File: src/rtl/bram_note_sequencer.sv
// -----------------------------------------------------------------------------
// bram_note_sequencer
// Song playback stage that sits behind the note-storage BRAM. It walks the BRAM
// addresses and issues one read per note. It decodes each 8-bit entry
// {pitch[7:4], dur[3:0]}, plays a square wave on the speaker pin for dur beats,
// and exports the current pitch to the 7-segment path.
//
// Ports
//   i_Clk      system clock (25 MHz; the tone table assumes this)
//   i_Rst      asynchronous, active-high reset
//   i_Play     level: 1 = play, 0 = stop and return to IDLE at address 0
//   o_Rd_En    BRAM read enable (one-cycle pulse per note)
//   o_R_Addr   BRAM read address
//   i_Rd_Data  BRAM read data, valid the cycle after o_Rd_En
//   o_Speaker  square-wave audio output
//   o_Note     current pitch index during PLAY, else 0
//   o_Busy     1 while fetching, latching or playing a note
// -----------------------------------------------------------------------------
module bram_note_sequencer #(
    parameter int Addr_Width    = 4,
    parameter int Data_Width    = 8,
    parameter int CLKS_PER_BEAT = 6250000,
    parameter int LOOP          = 0
) (
    input  logic                  i_Clk,
    input  logic                  i_Rst,
    input  logic                  i_Play,
    output logic                  o_Rd_En,
    output logic [Addr_Width-1:0] o_R_Addr,
    input  logic [Data_Width-1:0] i_Rd_Data,
    output logic                  o_Speaker,
    output logic [3:0]            o_Note,
    output logic                  o_Busy
);

    // One extra bit keeps the beat counter clear of overflow at every legal CLKS_PER_BEAT.
    localparam int                  BEAT_W    = $clog2(CLKS_PER_BEAT) + 1;
    localparam logic [BEAT_W-1:0]   BEAT_LAST = BEAT_W'(CLKS_PER_BEAT - 1);
    localparam logic [Addr_Width-1:0] ADDR_ONE = Addr_Width'(1'b1);

    typedef enum logic [2:0] {
        S_IDLE  = 3'd0,
        S_FETCH = 3'd1,
        S_LATCH = 3'd2,
        S_PLAY  = 3'd3,
        S_DONE  = 3'd4
    } state_t;

    // Half period in clocks for pitch 1..15 (C4..D5 at 25 MHz); pitch 0 is a rest.
    function automatic logic [15:0] half_period(input logic [3:0] pitch);
        logic [15:0] h;
        case (pitch)
            4'd1:    h = 16'd47777;
            4'd2:    h = 16'd45097;
            4'd3:    h = 16'd42566;
            4'd4:    h = 16'd40176;
            4'd5:    h = 16'd37921;
            4'd6:    h = 16'd35793;
            4'd7:    h = 16'd33785;
            4'd8:    h = 16'd31888;
            4'd9:    h = 16'd30099;
            4'd10:   h = 16'd28409;
            4'd11:   h = 16'd26815;
            4'd12:   h = 16'd25310;
            4'd13:   h = 16'd23889;
            4'd14:   h = 16'd22548;
            4'd15:   h = 16'd21283;
            default: h = 16'd1;
        endcase
        return h;
    endfunction

    state_t                  state_r;
    logic [Addr_Width-1:0]   addr_r;
    logic [3:0]              pitch_r;
    logic [3:0]              beats_r;
    logic [BEAT_W-1:0]       beat_cnt_r;
    logic [15:0]             tone_cnt_r;
    logic                    rd_en_r;
    logic                    speaker_r;
    logic [3:0]              note_r;
    logic                    busy_r;

    logic [3:0]              rd_pitch_s;
    logic [3:0]              rd_dur_s;
    logic [15:0]             tone_last_s;
    logic                    beat_end_s;
    logic                    note_end_s;

    // Entry field split, tone wrap point and end-of-note detection.
    always_comb begin
        rd_pitch_s  = i_Rd_Data[7:4];
        rd_dur_s    = i_Rd_Data[3:0];
        tone_last_s = half_period(pitch_r) - 16'd1;
        beat_end_s  = (beat_cnt_r == BEAT_LAST);
        note_end_s  = beat_end_s && (beats_r == 4'd1);
    end

    // Sequencer FSM with registered outputs; i_Play low overrides every state.
    always_ff @(posedge i_Clk or posedge i_Rst) begin
        if (i_Rst) begin
            state_r    <= S_IDLE;
            addr_r     <= '0;
            pitch_r    <= 4'd0;
            beats_r    <= 4'd0;
            beat_cnt_r <= '0;
            tone_cnt_r <= 16'd0;
            rd_en_r    <= 1'b0;
            speaker_r  <= 1'b0;
            note_r     <= 4'd0;
            busy_r     <= 1'b0;
        end else if (!i_Play) begin
            state_r    <= S_IDLE;
            addr_r     <= '0;
            beat_cnt_r <= '0;
            tone_cnt_r <= 16'd0;
            rd_en_r    <= 1'b0;
            speaker_r  <= 1'b0;
            note_r     <= 4'd0;
            busy_r     <= 1'b0;
        end else begin
            case (state_r)
                S_IDLE: begin
                    state_r <= S_FETCH;
                    addr_r  <= '0;
                    rd_en_r <= 1'b1;
                    busy_r  <= 1'b1;
                end
                S_FETCH: begin
                    state_r <= S_LATCH;
                    rd_en_r <= 1'b0;
                end
                S_LATCH: begin
                    pitch_r    <= rd_pitch_s;
                    beats_r    <= rd_dur_s;
                    beat_cnt_r <= '0;
                    tone_cnt_r <= 16'd0;
                    speaker_r  <= 1'b0;
                    if (rd_dur_s == 4'd0) begin
                        // Zero duration marks the end of the song.
                        if (LOOP != 0) begin
                            state_r <= S_FETCH;
                            addr_r  <= '0;
                            rd_en_r <= 1'b1;
                        end else begin
                            state_r <= S_DONE;
                            busy_r  <= 1'b0;
                        end
                    end else begin
                        state_r <= S_PLAY;
                        note_r  <= rd_pitch_s;
                    end
                end
                S_PLAY: begin
                    // Tone generator: toggle every H clocks; rests stay silent.
                    if (pitch_r == 4'd0) begin
                        speaker_r  <= 1'b0;
                        tone_cnt_r <= 16'd0;
                    end else if (tone_cnt_r == tone_last_s) begin
                        speaker_r  <= ~speaker_r;
                        tone_cnt_r <= 16'd0;
                    end else begin
                        tone_cnt_r <= tone_cnt_r + 16'd1;
                    end
                    // Beat timing: dur beats of CLKS_PER_BEAT clocks each.
                    if (beat_end_s) begin
                        beat_cnt_r <= '0;
                        beats_r    <= beats_r - 4'd1;
                    end else begin
                        beat_cnt_r <= beat_cnt_r + BEAT_W'(1'b1);
                    end
                    if (note_end_s) begin
                        state_r    <= S_FETCH;
                        addr_r     <= addr_r + ADDR_ONE;
                        rd_en_r    <= 1'b1;
                        note_r     <= 4'd0;
                        speaker_r  <= 1'b0;
                        tone_cnt_r <= 16'd0;
                    end
                end
                S_DONE: begin
                    state_r <= S_DONE;
                    rd_en_r <= 1'b0;
                    busy_r  <= 1'b0;
                end
                default: begin
                    state_r   <= S_IDLE;
                    addr_r    <= '0;
                    rd_en_r   <= 1'b0;
                    speaker_r <= 1'b0;
                    note_r    <= 4'd0;
                    busy_r    <= 1'b0;
                end
            endcase
        end
    end

    assign o_Rd_En   = rd_en_r;
    assign o_R_Addr  = addr_r;
    assign o_Speaker = speaker_r;
    assign o_Note    = note_r;
    assign o_Busy    = busy_r;

endmodule
File: config.mk
export PLATFORM = sky130hd
export DESIGN_NAME = bram_note_sequencer
export DESIGN_NICKNAME = d
export VERILOG_FILES = /design/src/rtl/bram_note_sequencer.sv
export SDC_FILE = /design/constraint.sdc
export NUM_CORES = 1
export LEC_CHECK = 0
export CAP_MARGIN = 30
export CORE_MARGIN = 4
export CORE_UTILIZATION = 68
export CTS_BUF_LIST = sky130_fd_sc_hd__clkbuf_4
export DETAILED_ROUTE_END_ITERATION = 10
export HOLD_SLACK_MARGIN = 0.12
export PLACE_DENSITY = 0.9
export SYNTH_ARGS = -nofsm -noshare
export SYNTH_HDL_FRONTEND = slang
export SYNTH_SLANG_ARGS = --single-unit
File: constraint.sdc
create_clock -name i_Clk -period 7.4 [get_ports i_Clk]
set_input_delay 0.74 -clock i_Clk [delete_from_list [all_inputs] [get_ports i_Clk]]
set_output_delay 0.74 -clock i_Clk [all_outputs]
set_load 0.05 [all_outputs]
==> Word-level counts from Yosys, hierarchy flattened <==
Memory sizes are Yosys's and may differ from the RTL's.
Cells that the tools add are included.
{ "op_classes": {"n_reduce_logical": 15, "add_sub_neg": 5, "eq_ne": 17, "muxes": 32, "n_bitwise": 1} }
{ "op_table": {"columns": ["operator", "n"], "rows": [
  ["two-way mux 16 bit", 4],
  ["two-way mux 24 bit", 2],
  ["one-hot mux 24 bit (2 select lines)", 1],
  ["one-hot mux 16 bit (2 select lines)", 1],
  ["adder 24 x 1 -> 24 bit (second input constant)", 1],
  ["equality test 24 x 23 -> 1 bit (second input constant)", 1],
  ["two-way mux 4 bit", 6],
  ["adder 16 x 1 -> 16 bit (second input constant)", 1],
  ["equality test 16 bit", 1],
  ["one-hot mux 4 bit (2 select lines)", 2],
  ["subtractor 16 x 1 -> 16 bit (second input constant)", 1],
  ["one-hot mux 3 bit (5 select lines)", 1],
  ["one-hot mux 4 bit (3 select lines)", 1],
  ["inequality test 2 bit (second input constant)", 5],
  ["AND reduction 2 bit", 5],
  ["two-way mux 3 bit", 3],
  ["inequality test 3 bit (second input constant)", 3],
  ["zero test 4 bit", 2],
  ["two-way mux 1 bit", 8],
  ["equality test 3 x 2 -> 1 bit (second input constant)", 2],
  ["one-hot mux 1 bit (3 select lines)", 2],
  ["AND reduction 3 bit", 2],
  ["OR reduction 3 bit", 2],
  ["inequality test 5 bit (second input constant)", 1],
  ["12 further kinds", 12]
]} }
{ "word_totals": {"ff_bits": 62, "output_inout_bits": 11, "mem_count": 1, "rom_bits": 256, "input_bits": 11} }
{ "memory_table": {"columns": ["memory", "words", "word_bits", "rd", "rd_ports_with_merged_regs", "write_ports", "line", "text"], "rows": [
  ["(name not given)", 16, 16, 1, 0, 0, "52", "case (pitch)"]
]} }

==> Longest topological paths before layout <==
An unclocked memory read counts as a cell.
{ "depth": {"word_depth": 8, "mapped_depth": 14, "mapped_depth_nobuf": 13} }

==> Worst setup path after synthesis <==
Ideal clock, no wire load.
{ "synth_timing": {"path_kind": "register -> register", "from": "register pitch_r[0]", "to": "register tone_cnt_r[10]", "t_required_ps": 7256, "path_stages_with_launch": 15, "arrival_ps": 3377, "synth_period_minus_slack_ps": 3521, "n_path_buf": 1, "slack_ps": 3879, "cell_sequence": "dfrtp_1 -> inv_1 -> ha_1 -> or2_2 -> a21boi_0 -> nor2_1 -> ha_1 -> xor2_1 -> nand2_1 -> nor4_1 -> or4bb_1 -> nand4b_1 -> o31ai_4 -> buf_6 -> a21oi_2"} }
{ "synth_between": {"elab_chain_len": 8, "elab_cells_between_ends": 9, "classes_between": "add/sub (1); eq/ne (1); mux (5); reduce/logical (1); memory (1)"} }
{ "synth_rtl": {"columns": ["element", "line", "text"], "rows": [
  ["start: declaration", "75", "logic [3:0] pitch_r;"],
  ["start signal: assignment", "134", "pitch_r <= rd_pitch_s;"],
  ["memory read (16 x 16 bit)", null, null],
  ["subtractor 16 x 1 -> 16 bit", "94", "tone_last_s = half_period(pitch_r) - 16'd1;"],
  ["equality test 16 bit", "159", "end else if (tone_cnt_r == tone_last_s) begin"],
  ["two-way mux 16 bit", "159", null],
  ["two-way mux 16 bit *", "156", "if (pitch_r == 4'd0) begin"],
  ["two-way mux 16 bit *", "172", "if (note_end_s) begin"],
  ["one-hot mux 16 bit (2 select lines) *", "122", "case (state_r)"],
  ["two-way mux 16 bit *", "112", "end else if (!i_Play) begin"],
  ["end signal: assignment", "163", "tone_cnt_r <= tone_cnt_r + 16'd1;"],
  ["end: declaration", "78", "logic [15:0] tone_cnt_r;"]
]} }
Every way passes the cells marked *; elsewhere a longest branch is shown, timed or not.
A chain may end at the register's enable or synchronous reset.

==> Worst setup path in the final report <==
{ "layout_timing": {"from": "register pitch_r[1]", "to": "register tone_cnt_r[1]"} }
The elaborated chain is that of the path after synthesis.

==> metrics.csv <==
metric;value;unit
Post CTS Setup Buffer Count;0;
Hold Path Class;reg2reg;
clock sink total;62;
TritonRoute pass-1 iters;5;
M1 GR Usage;0.357;
Worst Path Required;7650;ps
Yosys reg bits;62;
outcome;finished, final reports clean;
clock slew at reported path FFs;120;ps
Sw Share;0.446;
share of cells above drive strength 1;0.0893;
Min-Delay Endpoint;beat_cnt_r[23];
Mean Syn Cell Area;8.65;um^2
synth top area cells;dfrtp_1, o21ai_0, nand2_1, ha_1, xnor2_1;
cells after synthesis;498;
diode count;0;
setup TNS;0;ps
synthesized cell area;4310;um^2
nets@finish;535;
Slew Limit Fails;0;
Antenna Nets Post-Route;0;
WL final;9960;um
GP Congestion;0.933;
die area;7670;um^2
Main synth FF type;dfrtp_1;
Psw;594;uW
Post-CTS Hold Fix Bufs;0;
Max Root-Sink Buffers;2;
CP arrival;4720;ps
starting density of the core;0.715;
Core ar.;6030;um^2
Most Used Layer, Global Route;met2;
Die Ht;87.6;um
worst-skew pair later-pin latency;410;ps
Clock power frac;0.178;
# rows;28;
total track usage;0.272;
CTS tree;done;
Detailed Route Iter0 Violations;295;
pin slew with the least headroom to its limit;986;ps
CTS root buf;clkbuf_4;
# port buffers;21;
first-pass GRT wire length;16400;um
Via Count;3829;
Startpoint Class;flop;
Avg WL per Cell;16.9;um
commonest non-fill, non-tap cell in the layout;dfrtp_1;
hold path startpoint;beat_cnt_r[23];
post-detail-place hpwl;6910;um
period utilisation layout;0.605;
peak supply drop;0.226;mV
met2 Track Usage GR;0.436;
RSZ-0062 raised after global routing;no;
Inst Count DP;574;
Fmax achieved;0.224;GHz
sequential share of the synthesized area;0.360;
Tmin final;4470;ps
Yosys cell types;61;
critical path class;reg2reg;
r2r endpoint;tone_cnt_r[1];
Final Hold Viols;0;
Yosys top cell area share;0.360;
Synth area leader;dfrtp_1;
reg-to-reg slack, setup;2930;ps
final core occ;0.775;
total gr overflow;0;
pin count of the biggest net entering global routing;63;
htree depth;3;
Clock Skew;13.5;ps
total CTS buffers;9;
number of I/O pins;22;
FFs w/ async S/R, synth;1.00;
Final setup viols;0;
number of global-route vias before repair;3504;
Crit. End Element;flop;
# DRC;0;
cell leakage power;0.00193;uW
commonest non-fill, non-tap cells in the layout;dfrtp_1, nand2_1, o21ai_0;
Die Span X;87.6;um
Worst R2R Path Depth;13;
share of power burned in combinational logic;0.493;
Design Area, Final;4670;um^2
post-CTS sizing;0;
met3 GRT Util;0.0527;
Max FO, Critical Path;16;
Synth Net Count;523;
initial antenna violation count;0;
Max-Slew Margin vs Limit;0.343;
dpl cell area;4530;um^2
Ys Warns;0;
Pint;737;uW
PwrDens;285;nW/um^2
max_cap viols;0;
Reg-to-Reg Start;pitch_r[1];
Layout Cells excl Fill;590;
EDFF count, synth;0;
Layout Area Growth over Synthesis;8.43;%
Reg power frac;0.329;
routed vias/inst;6.49;
hold path cells;1;
-- cells in the mapped netlist, types with 2 or more instances --
| library cell | n |
|---|---|
| nand4b_1 | 2 |
| o211ai_1 | 2 |
| nor3b_1 | 3 |
| nand4_1 | 11 |
| a22o_1 | 5 |
| o21bai_1 | 3 |
| or2_2 | 2 |
| o41ai_1 | 2 |
| buf_6 | 2 |
| nand3_1 | 31 |
| mux2_2 | 5 |
| and3_1 | 13 |
| o211a_1 | 2 |
| ha_1 | 14 |
| a31oi_1 | 3 |
| nor4_1 | 5 |
| a21oi_1 | 20 |
| nor2b_1 | 13 |
| o311ai_0 | 2 |
| or3_1 | 4 |
| o21a_1 | 3 |
| nor2_1 | 26 |
| nor3_1 | 17 |
| a21boi_0 | 4 |
| xor2_1 | 17 |
| buf_2 | 3 |
| nand3b_1 | 2 |
| inv_1 | 14 |
| xnor2_1 | 18 |
| or4_1 | 3 |
| dfrtp_1 | 62 |
| a21oi_2 | 11 |
| o21ai_0 | 51 |
| mux4_2 | 2 |
| nor4b_1 | 3 |
| o31ai_1 | 8 |
| mux4_1 | 2 |
| clkbuf_1 | 17 |
| nand2b_1 | 8 |
| a21o_1 | 4 |
| nand2_1 | 59 |
-- worst max path at each step --
stage	depth (start not counted)	from	endpoint	slack (ps)
after global routing	13	pitch_r[1]	tone_cnt_r[1]	2600
after floorplan	14	pitch_r[0]	tone_cnt_r[10]	3880
after global placement	13	pitch_r[0]	tone_cnt_r[2]	3350
after detailed placement	13	pitch_r[1]	tone_cnt_r[1]	3110
after CTS	13	pitch_r[1]	tone_cnt_r[1]	2990
final	13	pitch_r[1]	tone_cnt_r[1]	2930
-- metrics by stage --
step	setup WS (ps)	hold WS, ps	total power [uW]
finish	2930	502	1330
global route	2600	525	1410
CTS	2990	498	1320
detailed placement	3110	481	1080
global placement	3350	466	1050
floorplan	3880	451	948
-- power by group through the flow --
stage	logic (uW)	clock network (uW)	registers, uW
floorplan	540	0	408
global placement	608	0	437
global route	708	258	447
detailed placement	635	0	441
CTS	641	242	435
finish	656	237	438
-- registers in the layout (all words and copies together) (netlist names) --
signal,count
beat_cnt_r,24
beats_r,4
o_Busy,1
o_Note,4
o_R_Addr,4
o_Rd_En,1
o_Speaker,1
pitch_r,4
state_r,3
tone_cnt_r,16
-- per-layer routing --
metal,vias up,share of wire
met1,1837,0.43
li1,1830,-
met3,27,0.047
met5,-,0
met2,135,0.49
met4,0,0.032
-- worst max-delay path, stage by stage, from the launching register on --
cell	delay [ps]
dfrtp_1	580
inv_1	220
ha_1	250
or2_2	290
a21boi_0	330
nor2_1	130
ha_1	320
xor2_1	160
nand2_1	70
nor4_1	210
or4bb_1	450
nand4b_1	270
o31ai_4	770
o21ai_0	230
-- cells by family after synthesis --
kind of cell	Yosys count	synth area share
AND/OR/NAND/NOR	212	0.257
multiplexers	10	0.0381
AO/OA/AOI/OAI	128	0.196
XOR/XNOR	35	0.0712
adder cells (fa/ha/maj)	14	0.0407
buffers and inverters	37	0.0366
flip-flops	62	0.360
-- final cells by class --
class	count	area, um^2
well taps	75	93.8
repair buffers	24	233
flip-flops and latches	62	1550
multi-input cells	399	2600
clock buffers	9	67.6
fillers	413	1360
clock inverters	7	73.8
inverters	14	52.6
No activity file was read; power rests on OpenSTA's default activity.
